--- src/rtl/schedule_1.sv ---
// schedule_1: first scheduler stage.
// Picks one candidate lane per cycle (lowest accepted coprocessor, else the
// main core, else an illegal slot on lane 0), checks its sources against the
// destinations issued over the last HAZ_DEPTH advancing cycles, and registers
// either the instruction or a NOP bubble for the next stage.
module schedule_1 #(
  parameter int unsigned COP_NUMS  = 32'd1,
  parameter int unsigned PNUMS     = COP_NUMS + 1,
  parameter int unsigned HAZ_DEPTH = 32'd2
) (
  input  logic                  CLK,
  input  logic                  RST,
  input  logic                  FLUSH,
  input  logic                  STALL,
  input  logic                  MMU_WAIT,
  input  logic [PNUMS-1:0]      CHECK_ACCEPT,
  input  logic [32*PNUMS-1:0]   CHECK_PC,
  input  logic [17*PNUMS-1:0]   CHECK_OPCODE,
  input  logic [5*PNUMS-1:0]    CHECK_RD,
  input  logic [5*PNUMS-1:0]    CHECK_RS1,
  input  logic [5*PNUMS-1:0]    CHECK_RS2,
  input  logic [12*PNUMS-1:0]   CHECK_CSR,
  input  logic [32*PNUMS-1:0]   CHECK_IMM,
  output logic                  HAZARD,
  output logic                  SCHEDULE_VALID,
  output logic                  SCHEDULE_ILLEGAL,
  output logic [7:0]            SCHEDULE_PID,
  output logic [31:0]           SCHEDULE_PC,
  output logic [16:0]           SCHEDULE_OPCODE,
  output logic [4:0]            SCHEDULE_RD,
  output logic [4:0]            SCHEDULE_RS1,
  output logic [4:0]            SCHEDULE_RS2,
  output logic [11:0]           SCHEDULE_CSR,
  output logic [31:0]           SCHEDULE_IMM
);

  // addi x0, x0, 0 packed as {opcode7, funct3, funct7}
  localparam logic [16:0] NOP_OPCODE = {7'b0010011, 3'b000, 7'b0000000};

  logic        sel_illegal;
  logic [7:0]  sel_pid;
  logic [31:0] sel_pc;
  logic [16:0] sel_opcode;
  logic [4:0]  sel_rd;
  logic [4:0]  sel_rs1;
  logic [4:0]  sel_rs2;
  logic [11:0] sel_csr;
  logic [31:0] sel_imm;

  logic [HAZ_DEPTH-1:0] sb_valid;
  logic [4:0]           sb_rd [HAZ_DEPTH];

  logic hazard_hit;
  logic clear;
  logic hold;

  assign clear = RST || FLUSH;
  assign hold  = (STALL || MMU_WAIT) && !clear;

  // Lane select: default to lane 0, then let accepted coprocessor lanes
  // override in descending order so the lowest index ends up winning.
  always_comb begin
    sel_pid     = 8'd0;
    sel_illegal = !CHECK_ACCEPT[0];
    sel_pc      = CHECK_PC[31:0];
    sel_opcode  = CHECK_OPCODE[16:0];
    sel_rd      = CHECK_RD[4:0];
    sel_rs1     = CHECK_RS1[4:0];
    sel_rs2     = CHECK_RS2[4:0];
    sel_csr     = CHECK_CSR[11:0];
    sel_imm     = CHECK_IMM[31:0];
    for (int i = int'(PNUMS) - 1; i >= 1; i--) begin
      if (CHECK_ACCEPT[i]) begin
        sel_pid     = 8'(i);
        sel_illegal = 1'b0;
        sel_pc      = CHECK_PC[i*32 +: 32];
        sel_opcode  = CHECK_OPCODE[i*17 +: 17];
        sel_rd      = CHECK_RD[i*5 +: 5];
        sel_rs1     = CHECK_RS1[i*5 +: 5];
        sel_rs2     = CHECK_RS2[i*5 +: 5];
        sel_csr     = CHECK_CSR[i*12 +: 12];
        sel_imm     = CHECK_IMM[i*32 +: 32];
      end
    end
  end

  // RAW check of the selected sources against every live scoreboard entry;
  // x0 sources never match.
  always_comb begin
    hazard_hit = 1'b0;
    for (int k = 0; k < int'(HAZ_DEPTH); k++) begin
      if (sb_valid[k] &&
          (((sel_rs1 != 5'd0) && (sel_rs1 == sb_rd[k])) ||
           ((sel_rs2 != 5'd0) && (sel_rs2 == sb_rd[k])))) begin
        hazard_hit = 1'b1;
      end
    end
  end

  assign HAZARD = hazard_hit && !sel_illegal && !clear;

  // Scoreboard of recently issued destinations; only advances when the
  // stage advances, so stalled cycles do not age entries.
  always_ff @(posedge CLK) begin
    if (clear) begin
      sb_valid <= '0;
      for (int k = 0; k < int'(HAZ_DEPTH); k++) sb_rd[k] <= 5'd0;
    end else if (!hold) begin
      for (int k = int'(HAZ_DEPTH) - 1; k > 0; k--) begin
        sb_valid[k] <= sb_valid[k-1];
        sb_rd[k]    <= sb_rd[k-1];
      end
      sb_valid[0] <= !HAZARD && !sel_illegal && (sel_rd != 5'd0);
      sb_rd[0]    <= HAZARD ? 5'd0 : sel_rd;
    end
  end

  // Output register: bubble on reset/flush/hazard, hold on stall, else issue.
  always_ff @(posedge CLK) begin
    if (!hold) begin
      if (clear || HAZARD) begin
        SCHEDULE_VALID   <= 1'b0;
        SCHEDULE_ILLEGAL <= 1'b0;
        SCHEDULE_PID     <= 8'd0;
        SCHEDULE_PC      <= 32'd0;
        SCHEDULE_OPCODE  <= NOP_OPCODE;
        SCHEDULE_RD      <= 5'd0;
        SCHEDULE_RS1     <= 5'd0;
        SCHEDULE_RS2     <= 5'd0;
        SCHEDULE_CSR     <= 12'd0;
        SCHEDULE_IMM     <= 32'd0;
      end else begin
        SCHEDULE_VALID   <= 1'b1;
        SCHEDULE_ILLEGAL <= sel_illegal;
        SCHEDULE_PID     <= sel_pid;
        SCHEDULE_PC      <= sel_pc;
        SCHEDULE_OPCODE  <= sel_opcode;
        SCHEDULE_RD      <= sel_rd;
        SCHEDULE_RS1     <= sel_rs1;
        SCHEDULE_RS2     <= sel_rs2;
        SCHEDULE_CSR     <= sel_csr;
        SCHEDULE_IMM     <= sel_imm;
      end
    end
  end

endmodule
--- config.mk ---
export PLATFORM = sky130hd
export DESIGN_NAME = schedule_1
export DESIGN_NICKNAME = d
export VERILOG_FILES = /design/src/rtl/schedule_1.sv
export SDC_FILE = /design/constraint.sdc
export NUM_CORES = 1
export LEC_CHECK = 0
export BUFFER_PORTS_ARGS = -buffer_cell sky130_fd_sc_hd__buf_4
export CAP_MARGIN = 25
export CORE_AREA = 2 2 132 134
export CTS_BUF_LIST = sky130_fd_sc_hd__clkbuf_2
export CTS_CLUSTER_DIAMETER = 200
export DETAILED_ROUTE_END_ITERATION = 10
export DIE_AREA = 0 0 134 136
export GPL_ROUTABILITY_DRIVEN = 1
export PLACE_DENSITY = 0.74
export SETUP_SLACK_MARGIN = 0.2
export SYNTH_ARGS = -nofsm -noshare
export SYNTH_HDL_FRONTEND = slang
export SYNTH_SLANG_ARGS = --single-unit
--- constraint.sdc ---
create_clock -name CLK -period 19 [get_ports CLK]
set_input_delay 1.9 -clock CLK [delete_from_list [all_inputs] [get_ports CLK]]
set_output_delay 1.9 -clock CLK [all_outputs]
set_load 0.005 [all_outputs]
==> impl_metrics.json, run 1 <==
{
  "status": "finished clean",
  "die_y_um": 136,
  "dpl.hpwl_um": 14500,
  "peakVddDrop_v": 0.0000399,
  "drtPass1Iterations": 4,
  "clockBufferDepth": 2,
  "gr-total-overflow": 0,
  "fin_cells": 1021,
  "hold_viol": 0,
  "worstMarginPinSlew_ps": 1020,
  "synth_flop_cell": "edfxtp_1",
  "ant_nets": 0,
  "end_kind": "output port",
  "route.met3.wl_um": 1600,
  "start_util_pct": 41.8,
  "p_leak_uw": 0.00428,
  "async_flop_share_pct": 0,
  "via_count": 5417,
  "cts_tree": "yes",
  "top_layer": "met4",
  "post-route-min-period_ps": 6220,
  "cts_buffers": 17,
  "fin_crit_sh_pct": 32.7,
  "fin_ws_ps": 12780,
  "wl_met1_um": 7770,
  "syn_avg_cell_area_sq_um": 14.9,
  "fmax_mhz": 161,
  "area_delta_synth_final_pct": 39.4,
  "route.detailed.drc": 0,
  "placed_cells": 987,
  "ys_top_cells_by_count": "edfxtp_1 (121), mux2i_1 (101), nor4_2 (99)",
  "yosys-mux-area-fraction_pct": 15.7,
  "synth_seq_area_share_pct": 52.1,
  "timing.hold.ws_ps": 539,
  "power_uw": 659,
  "routed_via_density": 5.31,
  "layout.nets": 1005,
  "synth_top_family_by_area": "simple AND/OR/NAND/NOR gates",
  "cap_violations": 0,
  "syn-instance-count": 472,
  "grt_pass1_wl_um": 29700,
  "synth_most_common_cell": "edfxtp_1",
  "portBuffers": 334,
  "grt_use_total_pct": 21.3,
  "setup_tns_ps": 0,
  "yosys.area_share.adder_pct": 0,
  "post_cts.resized_instances": 0,
  "clock_sinks": 123,
  "path_clk_slew_ps": 170,
  "wl_met2_um": 10200,
  "cts_max_level": 4,
  "synth-simple-area-share_pct": 21.4,
  "finalSetupViolCount": 0,
  "cts_root_buf": "clkbuf_2",
  "grt_max_degree": 70,
  "critPathKind": "input pin to output port",
  "rsz0062_at_grt": "no",
  "pwr_density_cell_nw_per_um2": 67.0,
  "num_rows": 48,
  "synth-compound-area-share_pct": 2.18,
  "fillers": 1355,
  "drt_iter0_drc": 345,
  "max-slew-margin-rel_pct": 31.9,
  "dieArea_sq_um": 18200,
  "antenna_found_initial": 1,
  "min_path_type": "flip-flop to flip-flop",
  "dieWidth_um": 134,
  "holdBufCountCts": 0,
  "syn_area_sq_um": 7060,
  "io_pins": 342,
  "ys_ff_latch": 123,
  "dp_slack_ps": 12830,
  "clock_latency_ps": 670,
  "wl_um": 20100,
  "first_global_vias": 5479,
  "yosysUniqueCellTypes": 34,
  "synth_top_area_share_pct": 51.5,
  "gp_congestion": 0.879,
  "finalMaxSlewViolations": 0,
  "core_sq_um": 16900,
  "yosys-top-cells-area": "edfxtp_1 (51%), nor4_2 (18%), mux2i_1 (14%), buf_8 (2.1%), buf_6 (2.1%)",
  "cp_max_fo": 69,
  "synthXorXnorAreaFrac_pct": 1.99,
  "worstPathRequired_ps": 17100,
  "drive_gt1_share_pct": 61.3,
  "wire_per_inst_um": 19.7,
  "postCtsSetupBuffers": 0,
  "synth-edff-count": 121,
  "worstSetupStartpointType": "input pin",
  "yosysTopAreaCell": "edfxtp_1",
  "yosysWarnings": 0,
  "finClkSkew_ps": 31.1,
  "crit_arrival_ps": 4320
}
cell families after synthesis:
group,Yosys count
and+or+nand+nor,145
AOI/OAI and AO/OA,21
DFF,123
other,1
buffers and inverters,58
xor gates and xnor gates,16
muxes,108
power breakdown:
part	switching [uW]	internal, uW	leakage, uW	total (uW)
registers	7.32	320	0.00137	327
logic	56.4	73.4	0.00275	130
clock network	103	99.3	0.000160	202
total	166	492	0.00428	659
routing by layer:
metal | up-vias | global-route usage (%)
met1 | 2587 | 25.3
met2 | 273 | 36.4
met5 | - | 0
met3 | 39 | 6.15
li1 | 2518 | -
met4 | 0 | 9.10
final timing paths:
path	from	end	slack [ps]	cells after the start
worst max register to register	sb_rd[0][6]	SCHEDULE_PC[27]	15740	6
worst max-delay path	CHECK_ACCEPT[1]	HAZARD	12780	8
worst min-delay path	sb_valid[1]	sb_valid[1]	540	2
worst min register to register	sb_valid[1]	sb_valid[1]	540	2
placed cells by master, fill, tap and decap left out, types with 3 or more instances in the layout:
cell type   instances
a21oi_2             4
and3_1              5
and4_1              3
buf_4             340
bufinv_16           5
clkbuf_2           17
clkinvlp_4          5
conb_1              7
edfxtp_1          121
mux2i_1           101
mux2i_2             4
nand2_1             6
nand4_1             7
nor3_1              4
nor4_1              9
nor4_2             99
o21ai_0             7
or3_1               4
xor2_1             16
metrics by stage:
step / util [%] / cell area, sq um
6_report: 58.3 / 9840
5_1_grt: 58.3 / 9840
4_1_cts: 58.1 / 9810
3_5_place_dp: 56.3 / 9500
3_3_place_gp: 56.3 / 9500
2_1_floorplan: - / 7080
worst max-delay path: stages:
cell and delay (ps):
buf_6 570, mux2i_1 340, o211a_1 240, or3_1 390
a21oi_2 200, o221ai_1 270, a21oi_1 240, buf_4 160
state kept, by name, summed over array words and instances (netlist names):
name and cells:
SCHEDULE_OPCODE 17, SCHEDULE_VALID 1, sb_rd 10, SCHEDULE_PC 32, SCHEDULE_PID 1, SCHEDULE_IMM 32
SCHEDULE_RS1 5, SCHEDULE_ILLEGAL 1, SCHEDULE_CSR 12, sb_valid 2, SCHEDULE_RD 5, SCHEDULE_RS2 5
final cells by class:
class	instances	area (sq um)	share of cell area (%)
Sequential cell	123	3670	37.3
Multi-Input combinational cell	297	2980	30.3
Timing Repair Buffer	342	2590	26.3
Tap cell	225	282	2.86
Clock inverter	15	223	2.26
Clock buffer	17	85.1	0.865
Inverter	1	3.75	0.0382
Antenna cell	1	2.50	0.0254
No activity file was read; power rests on OpenSTA's default activity.
==> run 2: changes to the inputs <==
--- a/config.mk
+++ b/config.mk
@@ -5,15 +5,16 @@
 export SDC_FILE = /design/constraint.sdc
 export NUM_CORES = 1
 export LEC_CHECK = 0
+export ABC_AREA = 1
 export BUFFER_PORTS_ARGS = -buffer_cell sky130_fd_sc_hd__buf_4
 export CAP_MARGIN = 25
-export CORE_AREA = 2 2 132 134
+export CORE_AREA = 2 2 133 135
 export CTS_BUF_LIST = sky130_fd_sc_hd__clkbuf_2
 export CTS_CLUSTER_DIAMETER = 200
 export DETAILED_ROUTE_END_ITERATION = 10
-export DIE_AREA = 0 0 134 136
+export DIE_AREA = 0 0 135 137
 export GPL_ROUTABILITY_DRIVEN = 1
-export PLACE_DENSITY = 0.74
+export PLACE_DENSITY = 0.69
 export SETUP_SLACK_MARGIN = 0.2
 export SYNTH_ARGS = -nofsm -noshare
 export SYNTH_HDL_FRONTEND = slang
==> constraint.sdc (replaced) <==
create_clock -name CLK -period 6.18 [get_ports CLK]
set_input_delay 0.618 -clock CLK [delete_from_list [all_inputs] [get_ports CLK]]
set_output_delay 0.618 -clock CLK [all_outputs]
set_load 0.005 [all_outputs]
==> run 2 against run 1 <==
  * Final area down 5.5%
  * Worst setup slack got worse by 9800 ps
  * Hold slack got worse by 300 ps
  * Sequential share of layout area is 2.2 points higher
  * Total power grew to 3.2 times the previous value
  * Via count fell by 6.0%
  * Combinational power rose to 3.2 times the previous value
  * Non-clock buffer count down 6
  * Critical endpoint unchanged
  * Largest cell class unchanged
  * Largest power group unchanged
==> impl_metrics.json, run 2 <==
{
  "status": "finished clean",
  "syn_area_sq_um": 6340,
  "drt_iter0_drc": 204,
  "hold_viol": 0,
  "async_flop_share_pct": 0,
  "cts_max_level": 4,
  "setup_tns_ps": 0,
  "post-route-min-period_ps": 3230,
  "yosysTopAreaCell": "edfxtp_1",
  "cp_top_family": "buffers and inverters",
  "drive_gt1_share_pct": 45.9,
  "cp_max_fo": 60,
  "fin_crit_sh_pct": 52.2,
  "io_pins": 342,
  "fin_cells": 1123,
  "peakVddDrop_v": 0.000136,
  "p_leak_uw": 0.00460,
  "path_buf_inv": 5,
  "slowest_delay_ps": 810,
  "first_global_vias": 4877,
  "synth_seq_area_share_pct": 57.9,
  "finalSetupViolCount": 0,
  "final_cell_mix": "buf_4 (335), edfxtp_1 (121), nor2_1 (103), mux2i_1 (95), nand2_1 (84)",
  "grt_use_total_pct": 18.6,
  "cap_violations": 0,
  "ys_ff_latch": 123,
  "rsz0062_at_grt": "no",
  "fmax_mhz": 310,
  "yosysUniqueCellTypes": 25,
  "wl_um": 17900,
  "min_path_type": "input pin to flip-flop",
  "worstSetupStartpointType": "input pin",
  "yosys-top-cells-area": "edfxtp_1 (57%), mux2i_1 (15%), nor2_1 (6.1%), nand2_1 (5.0%), nor2_4 (5.0%)",
  "end_kind": "output port",
  "path_clk_slew_ps": 170,
  "antenna_found_initial": 1,
  "synth-edff-count": 121,
  "layout_commonest_cell": "buf_4",
  "postCtsSetupBuffers": 0,
  "drtPass1Iterations": 4,
  "synth_top_area_share_pct": 57.3,
  "finalMaxSlewViolations": 0,
  "clockBufferDepth": 2,
  "route.detailed.drc": 0,
  "area_delta_synth_final_pct": 46.6,
  "gr-total-overflow": 0,
  "dieWidth_um": 135,
  "final_area_sq_um": 9300,
  "yosysWarnings": 0,
  "ys_top_cells_by_count": "edfxtp_1 (121), nor2_1 (103), mux2i_1 (95)",
  "grt_max_degree": 108,
  "num_rows": 48,
  "cts_root_buf": "clkbuf_2",
  "synth_flop_cell": "edfxtp_1",
  "dieArea_sq_um": 18500,
  "ant_nets": 0,
  "crit_arrival_ps": 2610,
  "clock_latency_ps": 700,
  "worstMarginPinSlew_ps": 1050,
  "core_sq_um": 17100,
  "pwr_density_cell_nw_per_um2": 228,
  "max-slew-margin-rel_pct": 30.0,
  "clock_sinks": 123,
  "grt_pass1_wl_um": 25900,
  "start_util_pct": 37.2,
  "dpl.hpwl_um": 13400,
  "synth_most_common_cell": "edfxtp_1",
  "wire_per_inst_um": 15.9,
  "dpl-instance-area_sq_um": 8960,
  "worstPathRequired_ps": 5560,
  "num_antenna_cells": 0,
  "timing.hold.ws_ps": 239,
  "cts_tree": "yes",
  "post_cts.resized_instances": 0,
  "slowest_stage": "buf_4",
  "routed_via_density": 4.53,
  "gp_congestion": 0.845,
  "die_y_um": 137,
  "top_regs": "SCHEDULE_IMM (32), SCHEDULE_PC (32), SCHEDULE_OPCODE (17)",
  "path_cells": "buf_6 -> buf_4 -> nor2_1 -> inv_1 -> nand3_1 -> inv_1 -> buf_4",
  "finClkSkew_ps": 43.3,
  "syn_avg_cell_area_sq_um": 11.4,
  "via_count": 5092,
  "cts_buffers": 17,
  "layout.nets": 1108,
  "placed_cells": 1091,
  "holdBufCountCts": 0,
  "portBuffers": 334,
  "critPathKind": "input pin to output port",
  "syn-instance-count": 556
}
-- run 2: worst paths after layout --
kind,from,to,depth (start not counted),slack [ps]
max,CHECK_ACCEPT[1],HAZARD,7,2950
min,CHECK_OPCODE[14],SCHEDULE_OPCODE[14],3,240
max reg2reg,sb_rd[0][1],SCHEDULE_OPCODE[3],13,3700
min reg2reg,sb_valid[0],sb_valid[0],2,490
-- run 2: layout make-up --
class                           count  area, sq um
Timing Repair Buffer              336         2530
Clock buffer                       18         90.1
Clock inverter                     14          249
Tap cell                          225          282
Inverter                           40          160
Fill cell                        1567         7760
Sequential cell                   123         3670
Multi-Input combinational cell    367         2310
-- run 2: power breakdown --
group          internal, uW  leakage (uW)  switching [uW]
combinational           224       0.00306             187
sequential              992       0.00135            22.3
clock                   385      0.000193             310
total                  1600       0.00460             519
-- run 2: worst min-delay path, delay by kind of cell --
kind	cells	cell delay, ps
simple gates	2	120
buf+inv	1	80
-- run 2: kinds of logic after synthesis --
group	after synthesis	synth area share, %
AO/OA/AOI/OAI	3	0.296
XOR/XNOR	4	0.552
buffers and inverters	72	6.06
flip-flops	123	57.9
multiplexers	95	15.0
other	1	0.0591
AND/OR/NAND/NOR	258	20.1
-- run 2: stage by stage --
| step | total power (uW) | setup slack (ps) | utilization [%] |
|---|---|---|---|
| 4_1_cts | 2140 | 2910 | 54.5 |
| 3_3_place_gp | 1440 | 2650 | 52.5 |
| 2_1_floorplan | 1200 | 2680 | - |
| 3_5_place_dp | 1450 | 2570 | 52.5 |
| 6_report | 2120 | 2950 | 54.5 |
| 5_1_grt | 2210 | 2790 | 54.5 |
-- run 2: routing by layer --
metal  GRT usage, %  vias up  wire (um)
li1               -     2524          -
met1           21.9     2314       7150
met2           32.1      222       8790
met3           5.11       30       1510
met4           7.75        2        419
met5              0        -         13
==> run 3: changes to the inputs <==
==> config.mk (replaced) <==
export PLATFORM = sky130hd
export DESIGN_NAME = schedule_1
export DESIGN_NICKNAME = d
export VERILOG_FILES = /design/src/rtl/schedule_1.sv
export SDC_FILE = /design/constraint.sdc
export NUM_CORES = 1
export LEC_CHECK = 0
export ABC_AREA = 0
export BUFFER_PORTS_ARGS = -buffer_cell sky130_fd_sc_hd__buf_4
export CAP_MARGIN = 25
export CORE_AREA = 2 2 132 134
export CTS_BUF_LIST = sky130_fd_sc_hd__clkbuf_2
export CTS_CLUSTER_DIAMETER = 200
export DETAILED_ROUTE_END_ITERATION = 10
export DIE_AREA = 0 0 134 136
export GPL_ROUTABILITY_DRIVEN = 1
export PLACE_DENSITY = 0.74
export SETUP_SLACK_MARGIN = 0.2
export SYNTH_ARGS = -nofsm -noshare
export SYNTH_HDL_FRONTEND = slang
export SYNTH_SLANG_ARGS = --single-unit
==> constraint.sdc (replaced) <==
create_clock -name CLK -period 3.2 [get_ports CLK]
set_input_delay 0.32 -clock CLK [delete_from_list [all_inputs] [get_ports CLK]]
set_output_delay 0.32 -clock CLK [all_outputs]
set_load 0.005 [all_outputs]
==> run 3 against run 2 <==
  * Die area is 1.5% lower
  * Core utilization up 13 points
  * Global-route usage increased by 5.8 points
  * Clock power is 22% higher
  * Largest cell class is now buffers
  * Count of clock-buffer cells in the layout is 3 higher
  * Sequential power grew 93%
  * Critical path depth fell by 2
  * Non-clock buffer count is 164 higher
==> impl_metrics.json, run 3 (same netlist as run 1, synthesis figures left out) <==
{
  "gp_congestion": 0.903,
  "drtPass1Iterations": 5,
  "min_path_type": "input pin to flip-flop",
  "ant_nets": 0,
  "wire_per_inst_um": 19.5,
  "io_pins": 342,
  "antenna_found_initial": 0,
  "placed_cells": 997,
  "cts_root_buf": "clkbuf_2",
  "dieWidth_um": 134,
  "fin_util_pct": 67.4,
  "multi_input_area_sq_um": 2980,
  "drt_iter0_drc": 364,
  "pwr_density_cell_nw_per_um2": 331,
  "regArea_sq_um": 3670,
  "hold_viol": 0,
  "fin_cells": 1178,
  "worstMarginPinSlew_ps": 1060,
  "clockBufferDepth": 2,
  "fillers": 1178,
  "finClkSkew_ps": 36.7,
  "post-route-min-period_ps": 2770,
  "core_sq_um": 16900,
  "finalSetupViolCount": 0,
  "die_y_um": 136,
  "via_count": 6154,
  "critPathKind": "flip-flop to output port",
  "fmax_mhz": 361,
  "clock_latency_ps": 680,
  "dieArea_sq_um": 18200,
  "grt_max_degree": 88,
  "routed_via_density": 5.22,
  "grt_use_total_pct": 24.5,
  "drive_gt1_share_pct": 52.2,
  "final_cell_mix": "buf_4 (343), dlygate4sd3_1 (147), edfxtp_1 (121), mux2i_1 (101), nor4_2 (99)",
  "cts_buffers": 17,
  "setup_tns_ps": 0,
  "postCtsSetupBuffers": 0,
  "clock_sinks": 123,
  "dpl.hpwl_um": 15000,
  "layout.nets": 1163,
  "portBuffers": 334,
  "max-slew-margin-rel_pct": 29.1,
  "start_util_pct": 41.8,
  "p_leak_uw": 0.00494,
  "cts_tree": "yes",
  "worstSetupStartpointType": "flip-flop",
  "crit_arrival_ps": 2450,
  "route.detailed.drc": 0,
  "fin_crit_sh_pct": 86.5,
  "finalMaxSlewViolations": 0,
  "path_clk_slew_ps": 170,
  "layout_commonest_cell": "buf_4",
  "num_rows": 48,
  "cap_violations": 0,
  "grt_pass1_wl_um": 34100,
  "first_global_vias": 6436,
  "cp_max_fo": 6,
  "peakVddDrop_v": 0.000207,
  "wl_um": 23000,
  "gr-total-overflow": 0,
  "timing.hold.ws_ps": 92.8,
  "top_regs": "SCHEDULE_IMM (32), SCHEDULE_PC (32), SCHEDULE_OPCODE (17)",
  "reg2reg_slack_ps": 900,
  "status": "finished clean",
  "end_kind": "output port",
  "worstPathRequired_ps": 2880,
  "cts_max_level": 4,
  "rsz0062_at_grt": "no",
  "power_uw": 3770,
  "area_delta_synth_final_pct": 61.3
}
run 3: path summary, 6_finish.rpt:
kind | from | end | cells after the start
setup / recovery | sb_rd[0][0] | HAZARD | 5
hold / removal | CHECK_IMM[59] | SCHEDULE_IMM[27] | 3
setup reg to reg | sb_rd[0][0] | SCHEDULE_PC[30] | 5
hold reg to reg | sb_valid[0] | sb_valid[0] | 2
run 3: metrics by stage:
stage | worst slack [ps] | instance area [sq um]
4_1_cts | 314 | 11200
3_5_place_dp | 552 | 9660
5_1_grt | 245 | 11400
3_3_place_gp | 673 | 9660
2_1_floorplan | 623 | 7090
6_report | 431 | 11400
run 3: metal layers:
layer  track usage, %  up-vias  wire [um]
met2             43.5      311      11800
met1             26.7     2953       8500
met4             10.8        0        859
met5                0        -          0
met3             7.87       57       1780
li1                 -     2833          -
run 3: what timing repair did:
| action | in CTS | in global routing |
|---|---|---|
| setup endpoints to repair | 0 | 1 |
| gates resized for setup | 0 | 1 |
| hold buffers | 138 | 9 |
| endpoints found under the hold margin | 76 | 6 |
run 3: cell type report:
| type | instances | area share (%) |
|---|---|---|
| repair buffers | 500 | 37.4 |
| clock buffers | 21 | 0.924 |
| diodes | 1 | 0.0220 |
| inverters | 1 | 0.0330 |
| multi-input cells | 297 | 26.2 |
| clock inverters | 10 | 0.682 |
| flip-flops and latches | 123 | 32.3 |
| well taps | 225 | 2.47 |
run 3: where the power goes:
group	internal, uW	switching [uW]
sequential	1900	49.1
clock	275	574
combinational	588	383
total	2760	1010
run 3: critical path, cell delays in order, from the launching register on:
cell	delay [ps]
edfxtp_1	510
or3_1	460
a21oi_2	260
o221ai_2	210
a21oi_1	210
buf_4	150
